### config.mk
export PLATFORM = sky130hd
export DESIGN_NAME = ping_pong_ctrl
export DESIGN_NICKNAME = d
export VERILOG_FILES = /design/src/rtl/ping_pong_ctrl.sv
export SDC_FILE = /design/constraint.sdc
export NUM_CORES = 1
export LEC_CHECK = 0
export ABC_AREA = 1
export BUFFER_PORTS_ARGS = -buffer_cell sky130_fd_sc_hd__clkbuf_2
export CAP_MARGIN = 20
export CORE_MARGIN = 3
export CORE_UTILIZATION = 25
export CTS_BUF_LIST = sky130_fd_sc_hd__clkbuf_8 sky130_fd_sc_hd__clkbuf_16
export DETAILED_ROUTE_END_ITERATION = 7
export PLACE_DENSITY = 0.43
export SETUP_SLACK_MARGIN = 0.2
export SKIP_LAST_GASP = 1
export SLEW_MARGIN = 25
export SYNTH_ARGS = -nofsm -noshare
export SYNTH_HDL_FRONTEND = slang
export SYNTH_SLANG_ARGS = --single-unit
### constraint.sdc
create_clock -name clk_game -period 5.4 [get_ports clk_game]
set_clock_uncertainty 0.1 [all_clocks]
set_input_delay 1.08 -clock clk_game [delete_from_list [all_inputs] [get_ports clk_game]]
set_output_delay 1.08 -clock clk_game [all_outputs]
set_load 0.01 [all_outputs]
### src/rtl/ping_pong_ctrl.sv
// Game sequencer for the LED ping-pong ball: turns paddle presses into serves,
// returns and misses, paces the ball with a tick divider, and keeps score.
module ping_pong_ctrl #(
  parameter int TICK_DIV    = 12_500_000,
  parameter int POINT_TICKS = 4,
  parameter int WIN_SCORE   = 7
) (
  input  logic       clk_game,
  input  logic       rst_n,
  input  logic       btn_l,
  input  logic       btn_r,
  output logic [5:0] counter,
  output logic [3:0] score_l,
  output logic [3:0] score_r,
  output logic       game_over,
  output logic       winner
);

  localparam int DIV_W = (TICK_DIV > 1) ? $clog2(TICK_DIV) : 1;
  localparam int PT_W  = (POINT_TICKS > 1) ? $clog2(POINT_TICKS) : 1;
  localparam logic [DIV_W-1:0] DIV_LAST = DIV_W'(TICK_DIV - 1);
  localparam logic [PT_W-1:0]  PT_LAST  = PT_W'(POINT_TICKS - 1);
  localparam logic [3:0] WIN        = 4'(WIN_SCORE);
  localparam logic [5:0] POS_L      = 6'd16;
  localparam logic [5:0] POS_R      = 6'd1;
  localparam logic [5:0] CODE_IDLE  = 6'd0;
  localparam logic [5:0] CODE_POINT = 6'd17;
  localparam logic [5:0] CODE_OVER  = 6'd18;

  typedef enum logic [1:0] {S_IDLE, S_PLAY, S_POINT, S_OVER} state_t;

  state_t           r_state, w_state_nxt;
  logic [5:0]       r_counter, w_counter_nxt;
  logic [3:0]       r_score_l, w_score_l_nxt;
  logic [3:0]       r_score_r, w_score_r_nxt;
  logic             r_game_over, w_game_over_nxt;
  logic             r_winner, w_winner_nxt;
  logic             r_dir, w_dir_nxt;
  logic [DIV_W-1:0] r_div, w_div_nxt;
  logic [PT_W-1:0]  r_pt_cnt, w_pt_cnt_nxt;
  logic             r_prev_l, r_prev_r;
  logic             w_press_l, w_press_r, w_tick;
  logic             w_miss_l, w_miss_r;

  assign w_press_l = btn_l & ~r_prev_l;
  assign w_press_r = btn_r & ~r_prev_r;
  assign w_tick    = (r_div == DIV_LAST);

  always_comb begin
    w_state_nxt     = r_state;
    w_counter_nxt   = r_counter;
    w_score_l_nxt   = r_score_l;
    w_score_r_nxt   = r_score_r;
    w_game_over_nxt = r_game_over;
    w_winner_nxt    = r_winner;
    w_dir_nxt       = r_dir;
    w_div_nxt       = w_tick ? '0 : r_div + 1'b1;
    w_pt_cnt_nxt    = r_pt_cnt;
    w_miss_l        = 1'b0;
    w_miss_r        = 1'b0;

    case (r_state)
      S_IDLE: begin
        if (w_press_l) begin
          w_counter_nxt = POS_L;
          w_dir_nxt     = 1'b1;
          w_div_nxt     = '0;
          w_state_nxt   = S_PLAY;
        end else if (w_press_r) begin
          w_counter_nxt = POS_R;
          w_dir_nxt     = 1'b0;
          w_div_nxt     = '0;
          w_state_nxt   = S_PLAY;
        end
      end

      S_PLAY: begin
        // Only the receiving player's press matters; a return beats a same-cycle tick.
        if (r_dir) begin
          if (w_press_r) begin
            if (r_counter == POS_R) begin
              w_dir_nxt = 1'b0;
              if (w_tick) w_counter_nxt = POS_R + 6'd1;
            end else begin
              w_miss_r = 1'b1;
            end
          end else if (w_tick) begin
            if (r_counter == POS_R) w_miss_r = 1'b1;
            else                    w_counter_nxt = r_counter - 6'd1;
          end
        end else begin
          if (w_press_l) begin
            if (r_counter == POS_L) begin
              w_dir_nxt = 1'b1;
              if (w_tick) w_counter_nxt = POS_L - 6'd1;
            end else begin
              w_miss_l = 1'b1;
            end
          end else if (w_tick) begin
            if (r_counter == POS_L) w_miss_l = 1'b1;
            else                    w_counter_nxt = r_counter + 6'd1;
          end
        end

        if (w_miss_l || w_miss_r) begin
          if (w_miss_r) w_score_l_nxt = r_score_l + 4'd1;
          else          w_score_r_nxt = r_score_r + 4'd1;
          w_counter_nxt = CODE_POINT;
          w_div_nxt     = '0;
          w_pt_cnt_nxt  = '0;
          w_state_nxt   = S_POINT;
        end
      end

      S_POINT: begin
        if (w_tick) begin
          if (r_pt_cnt == PT_LAST) begin
            w_div_nxt = '0;
            if ((r_score_l == WIN) || (r_score_r == WIN)) begin
              w_state_nxt     = S_OVER;
              w_counter_nxt   = CODE_OVER;
              w_game_over_nxt = 1'b1;
              w_winner_nxt    = (r_score_r == WIN);
            end else begin
              w_state_nxt   = S_IDLE;
              w_counter_nxt = CODE_IDLE;
            end
          end else begin
            w_pt_cnt_nxt = r_pt_cnt + 1'b1;
          end
        end
      end

      S_OVER: begin
        if (w_press_l || w_press_r) begin
          w_state_nxt     = S_IDLE;
          w_counter_nxt   = CODE_IDLE;
          w_score_l_nxt   = 4'd0;
          w_score_r_nxt   = 4'd0;
          w_game_over_nxt = 1'b0;
          w_winner_nxt    = 1'b0;
        end
      end

      default: w_state_nxt = S_IDLE;
    endcase
  end

  always_ff @(posedge clk_game or negedge rst_n) begin
    if (!rst_n) begin
      r_state     <= S_IDLE;
      r_counter   <= CODE_IDLE;
      r_score_l   <= 4'd0;
      r_score_r   <= 4'd0;
      r_game_over <= 1'b0;
      r_winner    <= 1'b0;
      r_dir       <= 1'b0;
      r_div       <= '0;
      r_pt_cnt    <= '0;
      r_prev_l    <= 1'b0;
      r_prev_r    <= 1'b0;
    end else begin
      r_state     <= w_state_nxt;
      r_counter   <= w_counter_nxt;
      r_score_l   <= w_score_l_nxt;
      r_score_r   <= w_score_r_nxt;
      r_game_over <= w_game_over_nxt;
      r_winner    <= w_winner_nxt;
      r_dir       <= w_dir_nxt;
      r_div       <= w_div_nxt;
      r_pt_cnt    <= w_pt_cnt_nxt;
      r_prev_l    <= btn_l;
      r_prev_r    <= btn_r;
    end
  end

  assign counter   = r_counter;
  assign score_l   = r_score_l;
  assign score_r   = r_score_r;
  assign game_over = r_game_over;
  assign winner    = r_winner;

endmodule

==> results by stage <==
Power and ir drop:
- Across the VDD grid, the largest voltage drop is between 0.0001 and 0.00015 V.
- In this run, the clock network consumes a little under half of the power.
- Of the total power, the share spent switching nets is between 20% and 30%.
- Dividing total power by cell area gives a power density of 191.3 nW/um2.
- The combinational cell fraction of total power is ~2.4%.
- The relative contribution of sequential cells to total power is between 50 and 60%.
- The static leakage is between 1.5 and 2 nW.
- The internal power contribution is approximately 540 uW.
- The switching power of the nets is around 150 uW.

Outcome:
- The flow ran to the end, and the final reports show no timing, DRC or antenna violations.

Synth:
- The Yosys step of the flow raised 0 warnings.
- The synthesized netlist contains 42 unique library cells.
- For this run, the register share of the synthesized area comes to a little under two fifths.
- After synthesis, the share of cell area in mux cells is 0%.
- Synthesis produced a netlist with a net count of 456.
- After technology mapping, the gate count stands at ~440.
- Summing the areas of all compound-gate instances in the mapped netlist gives ~6.0% of the synthesized area.
- In this run the cell area of the synthesized design comes to 3202 um2.
- After synthesis the netlist holds a flip-flop and latch count of 47.
- The fraction of synthesized cell area in xor and xnor cells is about 4.4%.
- In this run the mean area of a mapped cell was approximately 7.2 um2.
- After synthesis, the largest family of logic cells by area is simple AND/OR/NAND/NOR gates.
- The post-synthesis share of cell area spent on and, or, nand and nor gates is around two fifths.
- The adder and majority gate portion of the synthesized area is ~3.1%.

Clocking:
- After clock tree synthesis, the repair step resized 0 gates.
- The total number of H-tree levels is 2.
- Counting the buffers created by CTS gives 5.
- The clock sink count is 47.
- The insertion delay of the later-clocked pin in the worst-skew pair is about 0.28 ns.
- Clock-pin slew was measured on the worst setup and hold paths at 0.07 ns.
- The total of hold buffers inserted after clock tree synthesis is 0.
- After clock tree synthesis, the setup repair step added 0 buffers.
- Clock tree synthesis selected as its root buffer the cell sky130_fd_sc_hd__clkbuf_16.
- The maximum clock insertion buffer count is 2.
- The CTS tree is yes.

Detailed routing:
- The detailed router placed approximately 2800 vias in this run.
- The post-detailed-routing wire length is between 7 and 8 mm.
- For this block, the initial DRC count from the detailed router was 153.
- Once detail routing completed, the nets flagged for antenna violations numbered 0.
- The total iterations of the first detailed-routing run is 4.
- The count of unresolved DRC violations after routing is 0.
- The average wire per standard cell is around 12 um.
- The mean number of vias per cell is roughly 4.4.

Setup path:
- In this run the worst path has a maximum fanout of 18.
- The worst setup path is captured at a register.
- The delay of the slowest cell on the worst path is 0.23 ns.
- The cell with the largest stage delay on the worst path is sky130_fd_sc_hd__nand2_4.
- The timing endpoint of the critical path is r_div[3].
- The arrival time of the worst setup path is 2.66 ns.
- STA puts the critical path data required time at 5.51 ns.
- The reg2reg setup slack is 3.11 ns.
- The worst register-to-register path ends at r_div[3].
- Traced cell by cell, the critical path runs through clkbuf_2, inv_1, nor2_2, nor2_1, nand2_1, inv_1, nand2_1, nand2_2, nor2_4, nand2_4, nand2_4, nand2_1, nor2_1.
- The critical path starts at btn_l.
- The worst setup path is of the primary input to register kind.
- Counting cells, the worst reg-to-reg path comes to 13.
- In this run the critical register-to-register path is launched from counter[0].
- The worst setup path is launched from a primary input.
- Counting stages on the worst path, the most repeated cell is sky130_fd_sc_hd__nand2_1.

Die:
- The site row count is 40.
- The y dimension of the die is 119.2 um.
- The area inside the core boundary is about 12000 um2.
- During I/O placement, the number of pins put on the boundary was 20.
- The die boundary width is 119.2 um.
- The floorplan die area is 14200 um2.
- The starting density of the core is 26.11%.

Layout:
- The layout has 1346 filler cells.
- The antenna diode count is 0.
- Cells fill between 20 and 30% of the core in the end.
- The post-route non-filler standard cell count is between 600 and 700.
- The growth of design area from synthesis to finish is 11.92%.
- In the final layout, the share of cells above drive strength 1 is roughly 14%.
- The net count of the finished layout is between 400 and 500.

GRT:
- In the global route stage, overall resource usage came out at between 10 and 15%.
- The initial antenna violation count is 0.
- The number of global-route vias before repair came to approximately 2700.
- The remaining global-route overflow is 0.
- The first-pass GRT wire length is 12.97 mm.
- Entering global routing, the biggest net connects 48 pins.

Placed design:
- Detailed placement finished with a half-perimeter wire length of 5.782 mm.
- The placer congestion estimate is slightly above 0.8.
- In this run the tool buffered the top-level ports with 19 buffer cells.
- Including well taps, the total number of placed cells is around 620.

Timing:
- The worst path in the final design needs a cycle of 2.549 ns, including I/O delays and setup.
- The hold slack is 0.3734 ns.
- For the pin with the worst max-slew slack, the measured transition is approximately 0.66 ns.
- The max-slew headroom at the worst pin is 56.05%.
- The setup TNS is 0 ns.
- The final number of max-transition violations was 0.
- Setup violations remaining at the end of the flow were counted as 0.
- The final count of hold timing violations is 0.
- Setup repair after global routing left no endpoint under its margin.
- The top achievable clock speed is between 0.3 and 0.4 GHz.
- The portion of the clock cycle consumed by the worst path in the final layout is 47.21%.

Worst hold path:
- In this run the worst hold path is classified as register to register.

Job:
- Max-cap violations in this run came to 0.
synth_stat cells (all sizes together):
master | count | area (um2)
a32oi | 1 | 8.760
a22oi | 1 | 7.510
nor3 | 6 | 57.55
xor2 | 13 | 113.9
nand4 | 17 | 112.6
o2111ai | 1 | 8.760
ha | 8 | 100.1
xnor2 | 3 | 26.28
a31oi | 1 | 6.260
a211oi | 1 | 7.510
clkinv | 2 | 8.750
nor3b | 3 | 22.52
o22ai | 3 | 18.77
nor2 | 80 | 350.3
buf | 8 | 82.58
inv | 53 | 206.4
o31ai | 2 | 15.01
or2 | 2 | 12.51
a21oi | 7 | 38.79
dfrtp | 47 | 1176
o21bai | 1 | 7.510
nand3b | 1 | 7.510
o21ai | 13 | 65.06
o211ai | 1 | 7.510
nand2 | 136 | 548.0
nand3 | 33 | 185.2
sequential cells by signal, indices dropped and copies added, names as in the netlist:
register / count
r_prev_l: 1
r_div: 24
r_dir: 1
winner: 1
score_r: 4
r_state: 2
r_prev_r: 1
r_pt_cnt: 2
game_over: 1
counter: 6
score_l: 4
per-layer routing:
layer,vias to the layer above,GRT usage [%],part of all wire [%]
li1,1457,-,-
met1,1276,15.00,50
met2,27,18.40,47
met3,6,1.757,2.1
met4,0,1.955,0.81
met5,-,0,0
critical path, delay by kind of cell:
family                 cells  cell delay [ns]
and+or+nand+nor           10             1.42
buffers and inverters      3             0.17
kinds of logic (layout without fill, tap and decap cells):
kind of cell | Yosys count | after routing
compound gates | 32 | 32
xor+xnor | 16 | 16
fa+ha+maj | 8 | 8
buf+inv | 63 | 83
flops | 47 | 47
simple gates | 278 | 278
stage by stage:
step           setup slack, ns  instance area, um2  power (mW)
2_1_floorplan            3.053                3202      0.3665
3_3_place_gp             2.585                3432      0.3772
3_5_place_dp             2.524                3432      0.3774
4_1_cts                  2.819                3583      0.7046
5_1_grt                  2.633                3583      0.7153
6_report                 2.851                3583      0.6855
power by group through the flow:
stage | registers [mW] | logic, mW | clock network (mW)
CTS | 0.353 | 0.0175 | 0.334
global placement | 0.360 | 0.0174 | 0
finish | 0.353 | 0.0164 | 0.316
global route | 0.353 | 0.0199 | 0.343
detailed placement | 0.360 | 0.0176 | 0
floorplan | 0.360 | 0.00656 | 0
layout make-up:
cell class              instances  area, um2  share of cell area (%)
clock buffers                   6      138.9                   3.876
inverters                      55      215.2                   6.006
multi-input cells             334       1728                   48.22
flip-flops and latches         47       1176                   32.82
clock inverters                 2      12.51                  0.3492
repair buffers                 20      102.6                   2.863
well taps                     168      210.2                   5.866
cell usage in the layout (no fill, tap or decap), types with 4 or more instances in the layout:
cell	instances
sky130_fd_sc_hd__clkbuf_2	19
sky130_fd_sc_hd__dfrtp_1	47
sky130_fd_sc_hd__inv_2	4
sky130_fd_sc_hd__nand2_1	129
sky130_fd_sc_hd__inv_1	49
sky130_fd_sc_hd__nand2_4	4
sky130_fd_sc_hd__o21ai_0	12
sky130_fd_sc_hd__ha_1	8
sky130_fd_sc_hd__nor2_2	11
sky130_fd_sc_hd__nor2_1	66
sky130_fd_sc_hd__clkbuf_16	5
sky130_fd_sc_hd__a21oi_1	6
sky130_fd_sc_hd__nand3_2	4
sky130_fd_sc_hd__xor2_1	13
sky130_fd_sc_hd__nand4_1	16
sky130_fd_sc_hd__nand3_1	29
worst min-delay path by stage:
stage | start | slack (ns) | to | cells past startpoint
floorplan | r_div[0] | 0.33 | r_div[0] | 1
global placement | game_over | 0.36 | game_over | 2
detailed placement | r_div[0] | 0.36 | r_div[0] | 1
CTS | r_div[0] | 0.38 | r_div[0] | 1
global route | r_div[0] | 0.40 | r_div[0] | 1
finish | r_div[0] | 0.37 | r_div[0] | 1
(Power assumes the default switching activity.)
